$ cat src/rtl/mem_stage_pkg.sv
// Shared op codes, state encoding and access-size helpers
// for the memory-access pipeline stage.
package mem_stage_pkg;

  localparam int ALUOP_W = 8;

  typedef logic [ALUOP_W-1:0] alu_op_t;

  localparam alu_op_t ALU_NOP_OP = 8'h00;
  localparam alu_op_t ALU_ADD_OP = 8'h01;
  localparam alu_op_t ALU_SUB_OP = 8'h02;
  localparam alu_op_t ALU_AND_OP = 8'h03;
  localparam alu_op_t ALU_OR_OP  = 8'h04;
  localparam alu_op_t ALU_LB_OP  = 8'h10;
  localparam alu_op_t ALU_LH_OP  = 8'h11;
  localparam alu_op_t ALU_LW_OP  = 8'h12;
  localparam alu_op_t ALU_LBU_OP = 8'h13;
  localparam alu_op_t ALU_LHU_OP = 8'h14;
  localparam alu_op_t ALU_SB_OP  = 8'h18;
  localparam alu_op_t ALU_SH_OP  = 8'h19;
  localparam alu_op_t ALU_SW_OP  = 8'h1a;

  localparam logic [31:0] ZERO_WORD    = 32'h0;
  localparam logic [4:0]  NOP_REG_ADDR = 5'd0;

  typedef enum logic [2:0] {
    MEM_IDLE = 3'd0,
    MEM_REQ  = 3'd1,
    MEM_XFER = 3'd2,
    MEM_WAIT = 3'd3,
    MEM_DONE = 3'd4
  } mem_state_t;

  function automatic logic is_load(alu_op_t op);
    return op inside {ALU_LB_OP, ALU_LH_OP, ALU_LW_OP,
                      ALU_LBU_OP, ALU_LHU_OP};
  endfunction

  function automatic logic is_store(alu_op_t op);
    return op inside {ALU_SB_OP, ALU_SH_OP, ALU_SW_OP};
  endfunction

  // Index of the final byte of the access (size - 1).
  function automatic logic [1:0] last_idx(alu_op_t op);
    logic [1:0] r;
    r = 2'd0;
    if (op inside {ALU_LW_OP, ALU_SW_OP})
      r = 2'd3;
    else if (op inside {ALU_LH_OP, ALU_LHU_OP, ALU_SH_OP})
      r = 2'd1;
    return r;
  endfunction

endpackage

$ cat src/rtl/mem_stage_load_extend.sv
// Sign/zero extension of the assembled load bytes
// according to the load flavour.
import mem_stage_pkg::*;

module mem_stage_load_extend (
  input  alu_op_t     aluop,
  input  logic [31:0] bytes,
  output logic [31:0] wdata
);

  always_comb begin
    wdata = bytes;
    unique case (1'b1)
      aluop == ALU_LB_OP:  wdata = {{24{bytes[7]}}, bytes[7:0]};
      aluop == ALU_LBU_OP: wdata = {24'd0, bytes[7:0]};
      aluop == ALU_LH_OP:  wdata = {{16{bytes[15]}}, bytes[15:0]};
      aluop == ALU_LHU_OP: wdata = {16'd0, bytes[15:0]};
      default:             wdata = bytes;
    endcase
  end

endmodule

$ cat src/rtl/mem_stage.sv
// Memory stage: ALU passthrough, or byte-serial load/store
// over the shared 8-bit RAM port while stalling the pipeline.
import mem_stage_pkg::*;

module mem_stage #(
  parameter int ADDR_W = 32
) (
  input  logic              clk,
  input  logic              rst,
  input  alu_op_t           aluop_EXMEM_i,
  input  logic              wreg_EXMEM_i,
  input  logic [4:0]        waddr_EXMEM_i,
  input  logic [31:0]       alurslt_EXMEM_i,
  input  logic [31:0]       SdataBoffset_EXMEM_i,
  input  logic              mem_gnt_i,
  input  logic [7:0]        mem_din_i,
  output logic              mem_req_o,
  output logic [ADDR_W-1:0] mem_a_o,
  output logic [7:0]        mem_dout_o,
  output logic              mem_wr_o,
  output logic              stallreq_MEM_o,
  output logic              wreg_MEMWB_o,
  output logic [4:0]        waddr_MEMWB_o,
  output logic [31:0]       wdata_MEMWB_o
);

  mem_state_t  state;
  logic [1:0]  cnt;
  logic [31:0] bytes_q;
  logic [31:0] ext;
  logic [31:0] addr;
  logic        ld;
  logic        st;
  logic [1:0]  last;

  assign ld   = is_load(aluop_EXMEM_i);
  assign st   = is_store(aluop_EXMEM_i);
  assign last = last_idx(aluop_EXMEM_i);
  assign addr = alurslt_EXMEM_i + {30'd0, cnt};

  mem_stage_load_extend u_ext (
    .aluop (aluop_EXMEM_i),
    .bytes (bytes_q),
    .wdata (ext)
  );

  always_ff @(posedge clk or posedge rst) begin
    if (rst) begin
      state   <= MEM_IDLE;
      cnt     <= 2'd0;
      bytes_q <= ZERO_WORD;
    end else begin
      unique case (state)
        MEM_IDLE: begin
          cnt <= 2'd0;
          if (ld || st)
            state <= mem_gnt_i ? MEM_XFER : MEM_REQ;
        end
        MEM_REQ: begin
          if (mem_gnt_i)
            state <= MEM_XFER;
        end
        MEM_XFER: begin
          cnt <= cnt + 2'd1;
          // read data lags its address by one cycle
          if (ld && cnt != 2'd0)
            bytes_q[{cnt - 2'd1, 3'b000} +: 8] <= mem_din_i;
          if (cnt == last)
            state <= ld ? MEM_WAIT : MEM_DONE;
        end
        MEM_WAIT: begin
          bytes_q[{last, 3'b000} +: 8] <= mem_din_i;
          state <= MEM_DONE;
        end
        MEM_DONE: begin
          cnt   <= 2'd0;
          state <= MEM_IDLE;
        end
        default: state <= MEM_IDLE;
      endcase
    end
  end

  always_comb begin
    mem_req_o      = 1'b0;
    mem_a_o        = '0;
    mem_dout_o     = 8'd0;
    mem_wr_o       = 1'b0;
    stallreq_MEM_o = 1'b0;
    wreg_MEMWB_o   = 1'b0;
    waddr_MEMWB_o  = NOP_REG_ADDR;
    wdata_MEMWB_o  = ZERO_WORD;
    if (!rst) begin
      unique case (state)
        MEM_IDLE: begin
          if (ld || st) begin
            mem_req_o      = 1'b1;
            stallreq_MEM_o = 1'b1;
          end else begin
            wreg_MEMWB_o  = wreg_EXMEM_i;
            waddr_MEMWB_o = waddr_EXMEM_i;
            wdata_MEMWB_o = alurslt_EXMEM_i;
          end
        end
        MEM_XFER: begin
          mem_req_o      = 1'b1;
          stallreq_MEM_o = 1'b1;
          mem_a_o        = addr[ADDR_W-1:0];
          if (st) begin
            mem_wr_o   = 1'b1;
            mem_dout_o = SdataBoffset_EXMEM_i[{cnt, 3'b000} +: 8];
          end
        end
        MEM_REQ, MEM_WAIT: begin
          mem_req_o      = 1'b1;
          stallreq_MEM_o = 1'b1;
        end
        MEM_DONE: begin
          wreg_MEMWB_o  = wreg_EXMEM_i;
          waddr_MEMWB_o = waddr_EXMEM_i;
          wdata_MEMWB_o = ld ? ext : ZERO_WORD;
        end
        default: ;
      endcase
    end
  end

endmodule

$ cat config.mk
export PLATFORM = sky130hd
export DESIGN_NAME = mem_stage
export DESIGN_NICKNAME = d
export VERILOG_FILES = /design/src/rtl/mem_stage_pkg.sv /design/src/rtl/mem_stage_load_extend.sv /design/src/rtl/mem_stage.sv
export SDC_FILE = /design/constraint.sdc
export NUM_CORES = 1
export LEC_CHECK = 0
export CORE_ASPECT_RATIO = 0.8
export CORE_MARGIN = 3
export CORE_UTILIZATION = 30
export DETAILED_ROUTE_END_ITERATION = 6
export MAX_ROUTING_LAYER = met4
export PLACE_DENSITY = 0.63
export SYNTH_ARGS = -nofsm -noshare
export SYNTH_HDL_FRONTEND = slang
export SYNTH_SLANG_ARGS = --single-unit
export TNS_END_PERCENT = 100
$ cat constraint.sdc
create_clock -name clk -period 6.7 [get_ports clk]
set_input_delay 1.34 -clock clk [delete_from_list [all_inputs] [get_ports clk]]
set_output_delay 1.34 -clock clk [all_outputs]
set_load 0.01 [all_outputs]
==> results.yml <==
synthesis:
  ys_ff_latch: 37
  syn_area_sq_um: 3490
  synth.avg_cell_area_sq_um: 7.59
  ys_seq_area_share_pct: 26.5
  synth_nets: 556
  synth_edf_count: 0
  async_reset_ff_share_pct: 100
  synth.area.top_cells: "dfrtp_1 (27%), nand2_1 (8.2%), nor2_1 (6.2%)"
  synth_area_leader_cell: "dfrtp_1"
  synth_top_area_share_pct: 26.5
  synthCells: 460
  synth_warnings: 0
  synthFlopType: "dfrtp_1"
  synthDistinctLibCells: 52
pwr:
  p_int_w: 0.000714
  swShare_pct: 36.9
  ir_worst_vdd_v: 0.000118
  p_comb_share_pct: 52.5
  switching_power_w: 0.000418
  total_power_w: 0.00113
  power.density_nw_per_um2: 208
  p_leak_nw: 2.13
  clock_power_share_pct: 19.7
  seqPwrFrac_pct: 27.8
clock_tree:
  htree_levels: 2
  cts_num_sinks: 37
  numCtsBuffers: 5
  cts_hold_buf: 0
  cts_tree: "done"
  clockBufferDepth: 2
  clk_pin_slew_ps: 60
  insertion_delay_ps: 270
  cts-resized-gates: 0
  cts_setup_buffers: 0
  cts_root_buf: "clkbuf_16"
floorplan:
  die_h_um: 103
  dieArea_sq_um: 13000
  fp.dieW_um: 127
  io_pins: 170
  rows: 34
  coreArea_sq_um: 11100
  start_util_pct: 31.5
worst_setup_path:
  reg2reg_depth: 5
  arrival_ps: 4440
  start_kind: "primary input"
  critPathKind: "in -> out"
  cp_max_fo: 16
  required_ps: 5360
  reg2reg_from: "cnt[0]"
  r2r_slack_ps: 4010
  critPathMaxStageDelay_ps: 610
  worstReg2RegEnd: "bytes_q[22]"
  worstPathCellList: "clkdlybuf4s50_1 > buf_4 > o21ai_0 > and3_1 > and3_1 > o311ai_1 > buf_4 > o21ai_0 > clkdlybuf4s50_1"
  worst-path-buf-inv: 4
  cp-end-kind: "primary output"
  crit_family: "buffers and inverters"
  slowest_stage: "clkdlybuf4s50_1"
global_route:
  grt_overflow: 0
  antenna_found_initial: 0
  grt_pass1_wl_mm: 20.3
  track_usage_pct: 20.0
  first_global_vias: 3913
  grt_max_degree: 39
timing:
  maxSlewHeadroom_pct: 35.9
  fin_setup_tns_ps: 0
  tightest_slew_ps: 962
  final.period_utilization_pct: 86.3
  finalWorstSetupSlack_ps: 920
  finClkSkew_ps: 4.43
  period_needed_ps: 5780
  hold_viol: 0
  setup_viol: 0
  rsz0062_at_grt: "no"
  timing.fmax_ghz: 0.173
  final_max_slew_viol_count: 0
worst_hold_path:
  hold_path_depth: 2
  hold_start: "bytes_q[18]"
  worstHoldPathType: "reg -> reg"
  hold-path-endpoint: "bytes_q[18]"
routing:
  vias: 3985
  routed_wl_mm: 13.1
  dr.pass1.iters: 5
  viasPerCell: 5.23
  drt_iter0_markers: 235
  ant_nets: 0
  wl_per_cell_um: 17.1
  drc: 0
finish:
  final_util_pct: 49.0
  area_growth_pct: 55.9
  nets: 713
  drive_gt1_share_pct: 6.47
  antenna_cells: 0
flow_run:
  drv_cap: 0
place:
  port_buffers: 169
  dpl.hpwl_mm: 10.5
  post-place-ws_ps: 1050
  finalWeightedCongestion: 0.917
outcome:
  status: "finished clean"
-- logic make-up after synthesis --
group / after synthesis / synth area share, %
fa+ha+maj: 7 / 2.72
buf+inv: 45 / 5.27
compound gates: 90 / 16.6
simple gates: 227 / 31.4
mux: 24 / 10.0
flops: 37 / 26.5
xor+xnor: 30 / 7.52
-- flip-flops by register name, indices dropped and copies added (netlist names) --
register,cells
state,3
bytes_q,32
cnt,2
-- cells in the final DEF, fill, tap and decap left out, types with 7 or more instances in the layout --
cell / n
clkdlybuf4s50_1: 169
nand2_1: 76
nor2_1: 58
o21ai_0: 37
dfrtp_1: 37
inv_1: 20
a21oi_1: 20
xnor2_1: 20
and3_1: 18
nand3_1: 16
a22o_1: 15
nor3_1: 11
xor2_1: 10
mux2_2: 8
nor4_1: 8
mux4_2: 8
mux2i_1: 8
nor2b_1: 7
-- Yosys cell counts, types with 2 or more instances --
cell,number
a21oi_1,20
nor2_1,58
nand3_1,16
mux4_2,8
a22o_1,15
and2_1,6
dfrtp_1,37
nor4_1,9
clkbuf_1,14
inv_1,20
buf_2,9
o21ai_0,37
nor3_1,11
mux2i_1,8
nor2b_1,7
nand4_1,4
mux2_2,8
nand2b_1,2
a211oi_1,2
o21ai_1,5
and4_1,3
xor2_1,10
or3_1,3
ha_1,6
nand2_1,76
or2_2,3
xnor2_1,20
and3_1,18
o21bai_1,2
-- layer usage --
metal	GRT usage (%)	share of wire, %
met1	27.8	45
met2	31.7	46
met3	3.00	7.3
met4	3.30	0.93
met5	-	0
-- final cells by class --
| class | instances | area [sq um] |
|---|---|---|
| tap | 144 | 180 |
| multi-input combinational | 378 | 2390 |
| clock inverter | 2 | 10.0 |
| sequential | 37 | 926 |
| clock buffer | 6 | 129 |
| inverter | 20 | 75.1 |
| fill | 1056 | 5660 |
| timing repair buffer | 175 | 1740 |
-- metrics by stage --
step           area [sq um]  hold WS [ps]  cells
6_report               5450           483    762
5_1_grt                5450           509    762
4_1_cts                5450           490    762
3_5_place_dp           5310           476    754
3_3_place_gp           5310           469    754
2_1_floorplan          3490           451    460
-- worst max-delay path by stage --
stage	start	end	slack, ps	cells past startpoint
after floorplan	rst	mem_dout_o[0]	2090	4
after global placement	aluop_EXMEM_i[0]	wdata_MEMWB_o[21]	1020	9
after detailed placement	aluop_EXMEM_i[0]	wdata_MEMWB_o[21]	1050	9
after CTS	aluop_EXMEM_i[0]	wdata_MEMWB_o[21]	1000	9
after global routing	aluop_EXMEM_i[0]	wdata_MEMWB_o[29]	780	9
final	aluop_EXMEM_i[0]	wdata_MEMWB_o[21]	920	9
-- worst register-to-register path, cell delays in order, from the launching register on --
cell and delay [ps]:
dfrtp_1 860, inv_1 310, ha_1 440, nor3_1 660, nand2_1 120, o21ai_0 210
-- power groups by stage --
stage / logic [W] / registers, W / clock network, W
after floorplan: 0.000321 / 0.000285 / 0
after global placement: 0.000586 / 0.000315 / 0
after detailed placement: 0.000592 / 0.000317 / 0
after CTS: 0.000596 / 0.000314 / 0.000227
after global routing: 0.000645 / 0.000321 / 0.000236
final: 0.000594 / 0.000315 / 0.000224
Note: power is estimated with default switching activity, not from simulation.
